--- src/rtl/tock_accumulator.sv ---
// Saturating 16-bit accumulator over PERIOD accepted 8-bit operand pairs,
// with valid/ready handshakes on both the input and the output side.
module tock_accumulator #(
    parameter int unsigned PERIOD = 4
) (
    input  logic        clock,
    input  logic        reset,
    input  logic        in_valid,
    output logic        in_ready,
    input  logic [7:0]  in_a,
    input  logic [7:0]  in_b,
    output logic        out_valid,
    input  logic        out_ready,
    output logic [15:0] out_sum,
    output logic        out_sat,
    output logic [7:0]  out_count
);

    typedef enum logic [1:0] {
        IDLE  = 2'd0,
        ACCUM = 2'd1,
        EMIT  = 2'd2
    } state_t;

    localparam logic [7:0] PERIOD_CNT = 8'(PERIOD);

    // 17-bit sum so that a carry out of the 16-bit accumulator is visible.
    function automatic logic [16:0] add_pair(input logic [15:0] base,
                                             input logic [7:0]  a,
                                             input logic [7:0]  b);
        return {1'b0, base} + {9'd0, a} + {9'd0, b};
    endfunction

    state_t      state_r;
    logic [15:0] acc_r;
    logic        sat_r;
    logic [7:0]  cnt_r;
    logic        in_ready_r;
    logic        out_valid_r;
    logic [15:0] out_sum_r;
    logic        out_sat_r;
    logic [7:0]  out_count_r;

    logic [15:0] base_acc_s;
    logic        base_sat_s;
    logic [16:0] sum_s;
    logic [15:0] acc_next_s;
    logic        sat_next_s;
    logic [7:0]  cnt_next_s;
    logic        accept_s;
    logic        last_s;

    // Next accumulator/flag/count values for an accept in the current state.
    always_comb begin
        base_acc_s = 16'd0;
        base_sat_s = 1'b0;
        cnt_next_s = 8'd1;
        if (state_r == ACCUM) begin
            base_acc_s = acc_r;
            base_sat_s = sat_r;
            cnt_next_s = cnt_r + 8'd1;
        end else begin
            base_acc_s = 16'd0;
            base_sat_s = 1'b0;
            cnt_next_s = 8'd1;
        end
        sum_s = add_pair(base_acc_s, in_a, in_b);
        if (sum_s[16]) begin
            acc_next_s = 16'hFFFF;
            sat_next_s = 1'b1;
        end else begin
            acc_next_s = sum_s[15:0];
            sat_next_s = base_sat_s;
        end
        accept_s = in_valid & in_ready_r;
        last_s   = (cnt_next_s == PERIOD_CNT);
    end

    // Control FSM; all outputs are registered and updated on state changes.
    always_ff @(posedge clock or posedge reset) begin
        if (reset) begin
            state_r     <= IDLE;
            acc_r       <= 16'd0;
            sat_r       <= 1'b0;
            cnt_r       <= 8'd0;
            in_ready_r  <= 1'b1;
            out_valid_r <= 1'b0;
            out_sum_r   <= 16'd0;
            out_sat_r   <= 1'b0;
            out_count_r <= 8'd0;
        end else begin
            case (state_r)
                IDLE, ACCUM: begin
                    if (accept_s) begin
                        acc_r <= acc_next_s;
                        sat_r <= sat_next_s;
                        cnt_r <= cnt_next_s;
                        if (last_s) begin
                            state_r     <= EMIT;
                            in_ready_r  <= 1'b0;
                            out_valid_r <= 1'b1;
                            out_sum_r   <= acc_next_s;
                            out_sat_r   <= sat_next_s;
                        end else begin
                            state_r <= ACCUM;
                        end
                    end else begin
                        state_r <= state_r;
                    end
                end
                EMIT: begin
                    if (out_ready) begin
                        state_r     <= IDLE;
                        in_ready_r  <= 1'b1;
                        out_valid_r <= 1'b0;
                        out_sum_r   <= 16'd0;
                        out_sat_r   <= 1'b0;
                        out_count_r <= out_count_r + 8'd1;
                    end else begin
                        state_r <= EMIT;
                    end
                end
                default: begin
                    state_r     <= IDLE;
                    acc_r       <= 16'd0;
                    sat_r       <= 1'b0;
                    cnt_r       <= 8'd0;
                    in_ready_r  <= 1'b1;
                    out_valid_r <= 1'b0;
                    out_sum_r   <= 16'd0;
                    out_sat_r   <= 1'b0;
                end
            endcase
        end
    end

    assign in_ready  = in_ready_r;
    assign out_valid = out_valid_r;
    assign out_sum   = out_sum_r;
    assign out_sat   = out_sat_r;
    assign out_count = out_count_r;

endmodule

--- config.mk ---
export PLATFORM = sky130hd
export DESIGN_NAME = tock_accumulator
export DESIGN_NICKNAME = d
export VERILOG_FILES = /design/src/rtl/tock_accumulator.sv
export SDC_FILE = /design/constraint.sdc
export NUM_CORES = 1
export LEC_CHECK = 0
export BUFFER_PORTS_ARGS = -buffer_cell sky130_fd_sc_hd__buf_4
export CORE_MARGIN = 4
export CORE_UTILIZATION = 57
export CTS_BUF_LIST = sky130_fd_sc_hd__clkbuf_16
export CTS_CLUSTER_DIAMETER = 200
export CTS_CLUSTER_SIZE = 20
export DETAILED_ROUTE_END_ITERATION = 16
export PLACE_DENSITY = 0.8
export SLEW_MARGIN = 20
export SYNTH_ARGS = -nofsm -noshare
export SYNTH_HDL_FRONTEND = slang
export SYNTH_SLANG_ARGS = --single-unit
export TNS_END_PERCENT = 30
--- constraint.sdc ---
create_clock -name clock -period 5 [get_ports clock]
set_input_delay 0.25 -clock clock [delete_from_list [all_inputs] [get_ports clock]]
set_output_delay 0.25 -clock clock [all_outputs]
set_load 0.02 [all_outputs]
== Word level (Yosys, flattened, before mapping) ==
Cells that the tools add are included.
Widths: inputs -> output; s select.

* Logic and storage cells: 56
* Output and inout bits: 27
* Register bits after elaboration: 54

* Bitwise operators: 2
* Add/subtract/negate cells: 4
* Muxes and demuxes: 30
* Equal/unequal tests: 6
* Reductions and logical operators: 5

{| class="wikitable"
|+ Operator list
! cell !! number
|-
| $mux 16 || 6
|-
| $pmux 16 s2 || 2
|-
| $add 16x8->17 || 1
|-
| $add 17x8->17 || 1
|-
| $add 8x1->8 const B || 2
|-
| $mux 8 || 2
|-
| $pmux 8 s2 || 1
|-
| $mux 1 || 11
|-
| $eq 8x3->1 const B || 1
|-
| $pmux 1 s2 || 4
|-
| $mux 2 || 3
|-
| $ne 2x2->1 const B || 3
|-
| $pmux 2 s2 || 1
|-
| $reduce_and 2->1 || 2
|-
| $reduce_and 3->1 || 1
|-
| $eq 2x1->1 const B || 1
|-
| $eq 2x2->1 const B || 1
|-
| $logic_not 2->1 || 1
|-
| $reduce_or 2->1 || 1
|-
| $and 1x1->1 || 1
|-
| $not 1->1 || 1
|}

== Logic depth before layout (Yosys ltp) ==
* Depth in word-level cells: 8
* Mapped depth: 14
* Depth with buffers taken out: 12

== Worst setup path before layout ==
Ideal clock, no wire load.

* Path kind: register -> register
* Start point: register state_r[0]
* End point: register acc_r[3]
* Period minus slack after synthesis: 3.514 ns
* Data arrival time: 3.390 ns
* Setup slack: 1.486 ns
* Stages on the path, launching flop included: 14
* Setup time: 0.125 ns
* Cells stage by stage: dfrtp_1 nor2b_1 clkbuf_1 clkbuf_1 and2_1 fa_1 ha_1 a211oi_2 nor3_2 o41ai_4 or2_0 buf_2 o21ai_0 mux2_2

* Cells in the longest elaborated chain, start to end: 7
* Elaborated cells on any way between the ends: 13
* Those cells by class: 2 x add/sub; 3 x eq/ne; 4 x mux; 1 x bitwise; 3 x reduce/logical

{| class="wikitable"
|+ Ends and longest elaborated chain
! element !! RTL line !! source
|-
| start, declared || 34 || <nowiki>state_t state_r;</nowiki>
|-
| start signal, assigned || 108 || <nowiki>state_r <= state_r;</nowiki>
|-
| $eq 2x1->1 || 58, 92 ||
|-
| $mux 16 || 58 || <nowiki>if (state_r == ACCUM) begin</nowiki>
|-
| $add 16x8->17 || 31 || <nowiki>return {1'b0, base} + {9'd0, a} + {9'd0, b};</nowiki>
|-
| $add 17x8->17 || 31 ||
|-
| $mux 16 || 68 || <nowiki>if (sum_s[16]) begin</nowiki>
|-
| $mux 16 || 94 || <nowiki>if (accept_s) begin</nowiki>
|-
| $pmux 16 s2 || 92 || <nowiki>case (state_r)</nowiki>
|-
| end signal, assigned || 95 || <nowiki>acc_r <= acc_next_s;</nowiki>
|-
| end, declared || 35 || <nowiki>logic [15:0] acc_r;</nowiki>
|}

Parallel ways exist; a longest one is shown, timed or not. The select of a mux whose other input is x is not followed.
A chain may end at the register's enable or synchronous reset.

== Worst setup path after layout ==
* Start point: register state_r[1]
* End point: register acc_r[8]

Same word-level chain as after synthesis.

==> results.yml <==
status:
  status: "completed"
floorplanning:
  io-pin-count: 47
  start_util_pct: 58.7
  die-area_sq_um: 6940
  die_h_um: 83.3
  core-area_sq_um: 5510
  die_x_um: 83.3
  std_cell_rows: 27
sta:
  rsz0062_at_grt: "no"
  worst_pin_slew_ns: 0.923
  drv_slew: 0
  fin_crit_ns: 4.13
  setup_viol: 0
  setup_ws_ns: 0.874
  finalSetupTns_ns: 0
  hold_ws_ns: 0.135
  fin_crit_sh_pct: 82.5
  hold_viol: 0
  relSlewSlack_pct: 38.4
  fmax_ghz: 0.242
  fin_worst_skew_ns: 0.00454
layout:
  finish.utilization_pct: 68.8
  final_cell_mix: "53 x dfrtp_1, 50 x buf_4, 43 x nand2_1"
  fillers: 440
  nNetsFinal: 414
  antenna_cells: 0
  drive_gt1_share_pct: 22.1
  area_growth_pct: 17.2
  layout_commonest_cell: "dfrtp_1"
  instances_no_fill: 448
grt:
  grt_pass1_vias: 2613
  grt_pass1_wl_um: 12800
  grt-ovfl-total: 0
  grt_max_degree: 55
  antenna_found_initial: 0
  global_route.usage.total_pct: 22.6
setup_path:
  cp_data_required_time_ns: 5.18
  crit_start: "state_r[1]"
  critPathArrivalTime_ns: 4.30
  crit_type: "reg2reg"
  path_max_fanout: 24
  timing.rr.start: "state_r[1]"
  crit_path_start_kind: "flip-flop"
  end_kind: "flip-flop"
synthesis:
  dominantRegCellSynth: "dfrtp_1"
  synth_area_sq_um: 3230
  synth_top_cell_area_share_pct: 41.1
  async_flop_share_pct: 100
  synth_nets: 371
  synth_warnings: 0
  avgSynthCellArea_sq_um: 9.73
  yosysUniqueCellTypes: 61
  ys_seq_area_share_pct: 41.9
  ys_ff_latch: 54
  synth_top_cell_by_area: "dfrtp_1"
  syn_inst: 332
  synth_edf_count: 0
  synthTopCellsByArea: "dfrtp_1 41%, fa_1 5.6%, o21ai_0 5.4%"
power:
  p_int_uw: 1060
  ir_drop_mv: 0.258
  clkPwrFrac_pct: 19.6
  power.share.sequential_pct: 33.1
  combPwrFrac_pct: 47.3
  p_leak_uw: 0.00173
  switching_share_pct: 39.9
  switchingPower_uw: 705
  power.density_nw_per_um2: 467
route:
  drt_first_pass_iters: 4
  num_vias: 2628
  avgViaCountPerCell: 5.87
  wl_um: 7490
  ant_nets: 0
  drc: 0
  routedWlPerCell_um: 16.7
  drt_iter0_markers: 302
clocking:
  clkTransAtPathRegs_ns: 0.07
  cts_tree: "built"
  cts_made_buffers: 5
  clk_latency_ns: 0.29
  cts-root-buf: "clkbuf_16"
  cts.repair.resized: 0
  cts_setup_buffers: 0
  htree_levels: 2
  clockBufferDepth: 2
  cts_hold_buf: 0
  cts.sink_count: 54
placement:
  pre_cts_ws_ns: 1.05
  port_buffers: 46
  gp_congestion: 0.881
  place_hpwl_um: 5530
  dp_cells: 440
worst_hold_path:
  hp-class: "in2async"
run:
  cap_violations: 0
-- through the flow --
| stage | power [uW] | cell area (sq um) |
|---|---|---|
| after floorplan | 1210 | 3230 |
| after global placement | 1390 | 3630 |
| after detailed placement | 1420 | 3630 |
| after CTS | 1770 | 3770 |
| after global routing | 1910 | 3790 |
| final | 1770 | 3790 |
-- final timing paths --
path / slack [ns] / endpoint / cells past startpoint
worst max-delay path: 0.87 / acc_r[8] / 12
worst min-delay path: 0.13 / out_count[6] / 2
max in group asynchronous: 4.33 / out_sum[11] / 2
worst max register to register: 0.87 / acc_r[8] / 12
min in group clock: 0.18 / state_r[1] / 2
worst min register to register: 0.47 / out_count[7] / 1
-- synthesized netlist by cell type, types with 2 or more instances --
library cell,n
a211oi_1,2
a21o_1,7
a21oi_1,14
a221o_1,2
a22o_1,3
a22oi_1,4
a31o_2,3
a31oi_1,3
and2_1,8
and3_1,3
and4_4,2
buf_2,2
clkbuf_1,10
dfrtp_1,53
fa_1,9
ha_1,10
inv_1,8
mux2_2,8
nand2_1,43
nand2b_1,2
nand3_1,12
nor2_1,26
nor2b_1,5
nor3_1,6
o21ai_0,35
o22ai_1,2
xnor2_1,10
xor2_1,7
-- metal layers --
metal	vias to the layer above	global-route usage [%]	wire length, um	share of wire (%)
met5	-	0	0	0
met4	0	6.39	114	1.5
met2	67	38.1	3800	51
met1	1290	30.0	3300	44
met3	12	3.97	277	3.7
li1	1259	-	-	-
-- sequential cells by signal (all words and copies together), names as in the netlist --
| register | cells |
|---|---|
| out_count | 8 |
| cnt_r | 8 |
| out_sum | 16 |
| acc_r | 16 |
| out_sat | 1 |
| sat_r | 1 |
| state_r | 2 |
| in_ready | 1 |
| out_valid | 1 |
-- critical path: stages (launching register included) --
cell     delay (ns)
dfrtp_1        0.83
nor2b_1        0.14
buf_4          0.21
and2_1         0.17
fa_1           0.44
ha_1           0.35
o21ai_0        0.32
nor3_2         0.11
o41ai_4        0.32
buf_4          0.21
or2_0          0.38
o21ai_0        0.22
mux2_2         0.32
-- power groups by stage --
stage	clock [uW]	combinational, uW	sequential, uW
2_1_floorplan	0	616	598
6_report	347	836	584
5_1_grt	372	939	597
3_3_place_gp	0	798	588
4_1_cts	352	832	584
3_5_place_dp	0	825	591
-- cell families after synthesis --
group / synth area share (%)
AO/OA/AOI/OAI: 20.3
XOR/XNOR: 4.61
adder cells (fa/ha/maj): 9.45
buffers and inverters: 2.98
flip-flops: 41.9
multiplexers: 3.10
AND/OR/NAND/NOR: 17.7
-- area by class of cell --
type / instances / area (sq um) / area share, %
Inverter: 8 / 31.3 / 0.826
Timing Repair Buffer: 50 / 375 / 9.91
Clock inverter: 3 / 20.0 / 0.529
Tap cell: 72 / 90.1 / 2.38
Multi-Input combinational cell: 256 / 1790 / 47.3
Sequential cell: 54 / 1350 / 35.7
Clock buffer: 5 / 125 / 3.30
(Power assumes the default switching activity.)
